<file path="src/rtl/barrier_release_ctrl.sv">
// Barrier release controller: gathers per-producer end-of-epoch markers,
// then opens the gated queue for exactly the summed frame count.
module barrier_release_ctrl #(
  parameter int NUM_SRC     = 4,
  parameter int CNT_WIDTH   = 8,
  parameter int EPOCH_WIDTH = 8,
  parameter int SUM_WIDTH   = CNT_WIDTH + $clog2(NUM_SRC + 1)
) (
  input  logic                           clk,
  input  logic                           rst_n,
  input  logic [NUM_SRC-1:0]             s_done_valid,
  output logic [NUM_SRC-1:0]             s_done_ready,
  input  logic [NUM_SRC*CNT_WIDTH-1:0]   s_done_count,
  input  logic                           mon_tvalid,
  input  logic                           mon_tready,
  input  logic                           mon_tlast,
  output logic                           barrier,
  output logic [EPOCH_WIDTH-1:0]         epoch,
  output logic                           busy,
  output logic                           err_unexpected
);

  typedef enum logic {
    COLLECT = 1'b0,
    OPEN    = 1'b1
  } state_t;

  state_t state;
  state_t next_state;

  logic [NUM_SRC-1:0]     got;
  logic [NUM_SRC-1:0]     acc;
  logic [SUM_WIDTH-1:0]   expected;
  logic [SUM_WIDTH-1:0]   remaining;
  logic [SUM_WIDTH-1:0]   add_sum;
  logic [SUM_WIDTH-1:0]   total;
  logic                   all_in;
  logic                   fire;
  logic                   last_fire;

  assign fire      = mon_tvalid & mon_tready & mon_tlast;
  assign last_fire = fire && (remaining == SUM_WIDTH'(1));
  assign acc       = s_done_valid & s_done_ready;
  assign all_in    = &(got | acc);
  assign total     = expected + add_sum;

  always_comb begin
    add_sum = '0;
    for (int i = 0; i < NUM_SRC; i++) begin
      if (acc[i]) begin
        add_sum = add_sum
          + SUM_WIDTH'(s_done_count[i*CNT_WIDTH +: CNT_WIDTH]);
      end
    end
  end

  always_ff @(posedge clk or negedge rst_n) begin
    if (!rst_n) state <= COLLECT;
    else        state <= next_state;
  end

  always_comb begin
    next_state = state;
    unique case (state)
      COLLECT: if (all_in && total != '0) next_state = OPEN;
      OPEN:    if (last_fire)             next_state = COLLECT;
      default: next_state = COLLECT;
    endcase
  end

  // Outputs decode only the state flop, so mon_* never reach them.
  always_comb begin
    barrier      = (state == OPEN);
    busy         = (state == OPEN);
    s_done_ready = (state == COLLECT) ? ~got : '0;
  end

  always_ff @(posedge clk or negedge rst_n) begin
    if (!rst_n) begin
      got            <= '0;
      expected       <= '0;
      remaining      <= '0;
      epoch          <= '0;
      err_unexpected <= 1'b0;
    end else begin
      unique case (state)
        COLLECT: begin
          if (fire) err_unexpected <= 1'b1;
          if (all_in && total == '0) begin
            got      <= '0;
            expected <= '0;
            epoch    <= epoch + EPOCH_WIDTH'(1);
          end else if (all_in) begin
            got       <= got | acc;
            expected  <= total;
            remaining <= total;
          end else begin
            got      <= got | acc;
            expected <= total;
          end
        end
        OPEN: begin
          if (fire) remaining <= remaining - SUM_WIDTH'(1);
          if (last_fire) begin
            got      <= '0;
            expected <= '0;
            epoch    <= epoch + EPOCH_WIDTH'(1);
          end
        end
        default: ;
      endcase
    end
  end

endmodule

</file>
<file path="config.mk">
export PLATFORM = sky130hd
export DESIGN_NAME = barrier_release_ctrl
export DESIGN_NICKNAME = d
export VERILOG_FILES = /design/src/rtl/barrier_release_ctrl.sv
export SDC_FILE = /design/constraint.sdc
export NUM_CORES = 1
export LEC_CHECK = 0
export ABC_AREA = 1
export CORE_ASPECT_RATIO = 0.8
export CORE_MARGIN = 3
export CORE_UTILIZATION = 45
export DETAILED_ROUTE_END_ITERATION = 6
export GPL_ROUTABILITY_DRIVEN = 1
export PLACE_DENSITY = 0.73
export RECOVER_POWER = 25
export SYNTH_ARGS = -nofsm -noshare
export SYNTH_HDL_FRONTEND = slang
export SYNTH_SLANG_ARGS = --single-unit
</file>
<file path="constraint.sdc">
create_clock -name clk -period 5.5 [get_ports clk]
set_input_delay 0.55 -clock clk [delete_from_list [all_inputs] [get_ports clk]]
set_output_delay 0.55 -clock clk [all_outputs]
set_load 0.01 [all_outputs]
</file>
* Word level (Yosys, flattened, before mapping) *
Cells that the tools add are included.

storage, ports and cells
  bits in registers = 36
  output and inout port bits = 15
  word-level logic and storage cells = 54
  bits of input ports = 41

operators by class
  bitwise gates (word level) = 6
  eq/ne operators = 6
  add/sub/neg operators = 6
  reduce and logical (&&, ||, !) cells = 9
  muxes and demuxes = 21

operator list
  operator                 count
  $mux W11                 8
  $pmux W11 S2             2
  $add A11 B8 Y11          3
  $mux W8                  3
  $pmux W8 S2              1
  $mux W4                  3
  $add A11 B11 Y11         1
  $eq A11 B1 Y1 const B    1
  $logic_not A11 Y1        1
  $reduce_bool A11 Y1      1
  $sub A11 B1 Y11 const B  1
  $add A8 B1 Y8 const B    1
  $pmux W4 S2              1
  $ne A2 B1 Y1 const B     3
  $and A4 B4 Y4            1
  $ne A2 B2 Y1 const B     2
  $not A4 Y4               1
  $or A4 B4 Y4             1
  $reduce_and A2 Y1        2
  $reduce_and A4 Y1        1
  $logic_and A1 B1 Y1      3
  $reduce_and A3 Y1        1
  $and A1 B1 Y1            2
  $mux W1                  2
  2 further kinds          2

* Logic depth before layout (Yosys ltp) *
  depth after elaboration = 15
  mapped depth = 46
  gate-level depth less buffers = 44

* Worst setup path before layout *
OpenSTA, ideal clock, no wires.

  path type = register to register
  start = reg state (netlist: barrier)
  end = reg remaining[7]
  buffers on the path = 2
  required time = 5.384 ns
  path slack = -0.211 ns
  data arrival time = 5.596 ns
  setup time = 0.116 ns
  stages on the path, launching flop included = 33
  period minus slack after synthesis = 5.711 ns
  cells stage by stage = dfrtp_1 -> buf_6 -> nor2_2 -> nand2_4 -> nor2_1 -> ha_1 -> fa_1 -> o21ai_0 -> fa_1 -> or2_2 -> o21ai_0 -> inv_1 -> fa_1 -> inv_1 -> nand2_1 -> o21ai_1 -> nand2_1 -> a21oi_1 -> xnor2_1 -> inv_1 -> ha_1 -> inv_1 -> nor3_1 -> nand3_1 -> nand4_1 -> nand2_1 -> nor2_4 -> nand2_1 -> nand2_2 -> nand2_2 -> buf_8 -> nand2_2 -> nand2_2

on the way
  longest elaborated chain between the ends = 14
  elaborated cells between the ends (all ways) = 22
  those cells by class = 4 x add/sub; 3 x eq/ne; 8 x mux; 3 x bitwise; 4 x reduce/logical

RTL lines
  item                         RTL line  source
  start: declaration           28        state_t state;
  start signal: assignment     59        else state <= next_state;
  $mux W4 *                    75        s_done_ready = (state == COLLECT) ? ~got : '0;
  named net s_done_ready[0]    12        output logic [NUM_SRC-1:0] s_done_ready,
  $and A4 B4 Y4 *              43        assign acc = s_done_valid & s_done_ready;
  $mux W8                      50        if (acc[i]) begin
  $add A11 B8 Y11              52        + SUM_WIDTH'(s_done_count[i*CNT_WIDTH +: CNT_WIDTH]);
  $mux W11                     50
  $add A11 B8 Y11              52
  $mux W11                     50
  $add A11 B8 Y11              52
  $mux W11                     50
  $add A11 B11 Y11             45        assign total = expected + add_sum;
  $logic_not A11 Y1            89        if (all_in && total == '0) begin
  $logic_and A1 B1 Y1          89
  $ne A2 B2 Y1 (no line)       --
  $reduce_and A3 Y1 (no line)  --
  end signal: assignment       96        remaining <= total;
  end signal: assignment       103       if (fire) remaining <= remaining - SUM_WIDTH'(1);
  end: declaration             34        logic [SUM_WIDTH-1:0] remaining;

Mark *: on every way through the listed nets, which the timed path passes. The rest lies on a longest branch. The select of a mux whose other input is x is not followed.
A chain may end at the register's enable or synchronous reset.

* Worst setup path after layout *
  start = reg state (netlist: barrier)
  end = reg epoch[4]

on the way
  longest elaborated chain between the ends = 14
  elaborated cells between the ends (all ways) = 19
  those cells by class = 4 x add/sub; 2 x eq/ne; 6 x mux; 3 x bitwise; 4 x reduce/logical

RTL lines
  item                         RTL line  source
  $mux W4                      75
  $and A4 B4 Y4                43
  $mux W8                      50
  $add A11 B8 Y11              52
  $mux W11                     50
  $add A11 B8 Y11              52
  $mux W11                     50
  $add A11 B8 Y11              52
  $mux W11                     50
  $add A11 B11 Y11             45
  $logic_not A11 Y1            89
  $logic_and A1 B1 Y1          89
  $ne A2 B1 Y1 (no line)       --
  $reduce_and A2 Y1 (no line)  --
  end signal: assignment       92        epoch <= epoch + EPOCH_WIDTH'(1);
  end signal: assignment       107       epoch <= epoch + EPOCH_WIDTH'(1);
  end: declaration             18        output logic [EPOCH_WIDTH-1:0] epoch,

Several ways; a longest one is shown, not always the timed one.

==> qor.yml <==
worst_setup_path:
  crit_type: "register to register"
  rrSetupSlack_ns: -0.46
  crit_path_end: "epoch[4]$_DFFE_PN0P_"
  critPathRequiredTime_ns: 5.75
  cp-start-kind: "register"
  end_kind: "register"
  regToRegStartpoint: "barrier$_DFF_PN0_"
  cp.arrival_ns: 6.20
  cpMaxStageDelayCell: "fa_2"
  cpPeakStageDelay_ns: 0.48
  crit_path_max_fanout: 8
  crit_top_cell: "nand2_1"
  reg2regPathDepth: 33
  critPathLaunch: "barrier$_DFF_PN0_"
  rr_endpoint: "epoch[4]$_DFFE_PN0P_"
status:
  violations: "max-capacitance violations, max-slew violations, negative setup slack"
  status: "finished with violations"
die:
  start_util_pct: 46.8
  pin_count: 56
  fp.dieW_um: 111
  row_count: 30
  dieArea_um2: 10100
  chipHeight_um: 90.4
  core-area_um2: 8560
layout:
  post-route-util_pct: 79.0
  layout-drive-gt1-share_pct: 41.5
  syn2layout_area_growth_pct: 68.8
  antenna_cells: 0
  finalNonFillerCells: 924
  fin_nets: 898
power_and_ir_drop:
  power_leakage_uw: 0.00348
  peakVddDrop_uv: 328
  power_density_nw_per_um2: 463
sta:
  rsz0062_at_grt: "true"
  hold_ws_ns: 0.504
  period_share_pct: 108
  layout_min_cycle_time_ns: 5.96
  fin_ws_ns: -0.457
  final.setup.tns_ns: -10.18
  fmax_mhz: 168
  drv_slew: 37
  hold_viol_final: 0
  setup_viol: 27
  relSlewSlack_pct: -36.7
  tightest_slew_ns: 2.05
  fin_worst_skew_ns: 0.0126
global_routing:
  grt_pass1_vias: 4657
  antenna_found_initial: 0
  busiest_layer: "met2"
  grtUsageMet2_pct: 44.2
  use_met3_pct: 3.35
  grt_util_met1_pct: 33.4
  grt_pass1_wl_um: 21300
  grt_use_total_pct: 25.3
  gr-total-overflow: 0
  grt_max_degree: 37
clocking:
  cts_root_buffer: "clkbuf_8"
  insertion_delay_ns: 0.30
  cts.clk_slew.worst_paths_ns: 0.09
  htreeDepth: 2
  cts_made_buffers: 5
  cts_buffer_depth: 2
  cts.sinks: 36
  cts_tree: "built"
run:
  drv_cap: 1
placement:
  dpl.cell_count: 855
  port_buffers: 55
  place_ws_ns: -1.05
  hpwl_um: 9060
  gp_congestion: 0.968
route:
  routedWlPerCell_um: 16.7
  routed_wirelength_um: 15400
  dr.pass1.iters: 5
  avgViaCountPerCell: 5.44
  ant_nets: 0
  drt_iter0_markers: 301
  drc: 0
  via_count: 5030
yosys:
  ys_seq_area_share_pct: 22.5
  mappedNetlistArea_um2: 4010
  async_flop_share_pct: 100
  synth_top_cell_area_share_pct: 22.5
  yosysMostFrequentCell: "nand2_1"
  syn_nets: 690
  synth_ff_type: "dfrtp_1"
  ys_top_cells_by_count: "nand2_1, inv_1, nand3_1"
  yosys_warnings: 0
  yosysTopAreaCell: "dfrtp_1"
  ys_seq_elements: 36
  synth_edf_count: 0
  avgSynthCellArea_um2: 6.64
  ys_top_cells_by_area: "dfrtp_1, nand2_1, ha_1, nand3_1, inv_1"
  synthCells: 603
  synth_cell_types: 42
worst_hold_path:
  min_path_type: "register to register"
## kinds of logic after synthesis
logic type                 share of synthesized area [%]
AOI/OAI and AO/OA                                   9.09
xor gates and xnor gates                            6.78
DFF                                                 22.5
and+or+nand+nor                                     37.9
buffers and inverters                               8.65
adders and majority gates                           15.1
## stage by stage
step | total power [µW] | area, µm²
6_report | 3130 | 6760
5_1_grt | 3350 | 6760
4_1_cts | 2750 | 6280
3_5_place_dp | 2200 | 5360
3_3_place_gp | 2160 | 5360
2_1_floorplan | 1510 | 4020
## report_power, final
part | switching [µW] | internal (µW)
Clock | 110 | 88.5
Combinational | 1310 | 1160
Sequential | 101 | 356
## cells in the final DEF, fill, tap and decap left out, types with 16 or more instances in the layout
| master | count |
|---|---|
| nand2_1 | 161 |
| buf_4 | 145 |
| inv_1 | 54 |
| clkdlybuf4s50_1 | 49 |
| nand2_2 | 45 |
| nand3_1 | 36 |
| dfrtp_1 | 36 |
| nor2_1 | 24 |
| ha_4 | 21 |
| ha_1 | 21 |
| xor2_1 | 18 |
| nand3_2 | 16 |
## cell type report
class                      count  area [µm²]
inverter                      73         292
fill                         527        1800
sequential                    36         901
multi-input combinational    485        3590
clock inverter                 3        18.8
timing repair buffer         210        1750
tap                          112         140
clock buffer                   5        68.8
## registers in the layout (all words and copies together), names as in the netlist
name,cells
barrier,1
epoch,8
err_unexpected,1
expected,11
got,4
remaining,11
## what timing repair did
action,in CTS,in global routing
pin swaps,94,82
setup endpoints to repair,29,27
buffers inserted,47,11
gates resized for setup,117,88
gates cloned,3,0
hold buffers,0,0
## worst min path at each step
stage / from / endpoint / slack, ns / depth (start not counted)
3_3_place_gp: err_unexpected$_DFFE_PN0P_ / err_unexpected$_DFFE_PN0P_ / 0.46 / 1
5_1_grt: err_unexpected$_DFFE_PN0P_ / err_unexpected$_DFFE_PN0P_ / 0.53 / 1
6_report: err_unexpected$_DFFE_PN0P_ / err_unexpected$_DFFE_PN0P_ / 0.50 / 1
2_1_floorplan: rst_n / barrier$_DFF_PN0_ / 0.25 / 0
3_5_place_dp: expected[5]$_DFFE_PN0P_ / expected[5]$_DFFE_PN0P_ / 0.47 / 2
4_1_cts: expected[5]$_DFFE_PN0P_ / expected[5]$_DFFE_PN0P_ / 0.49 / 2
## layer usage
layer	vias to the layer above	part of all wire, %
met5	-	0
met4	0	2.6
met3	38	5.3
met2	210	51
met1	2423	41
li1	2359	-
## critical path, delay by kind of cell, from the launching register on
kind                     cells  cell delay [ns]
adder cells (fa/ha/maj)      5             1.64
AND/OR/NAND/NOR             15             2.01
buffers and inverters        5             0.49
flip-flops                   1             0.43
XOR/XNOR                     2             0.36
AO/OA/AOI/OAI                6             0.94
No activity file was read; power rests on OpenSTA's default activity.
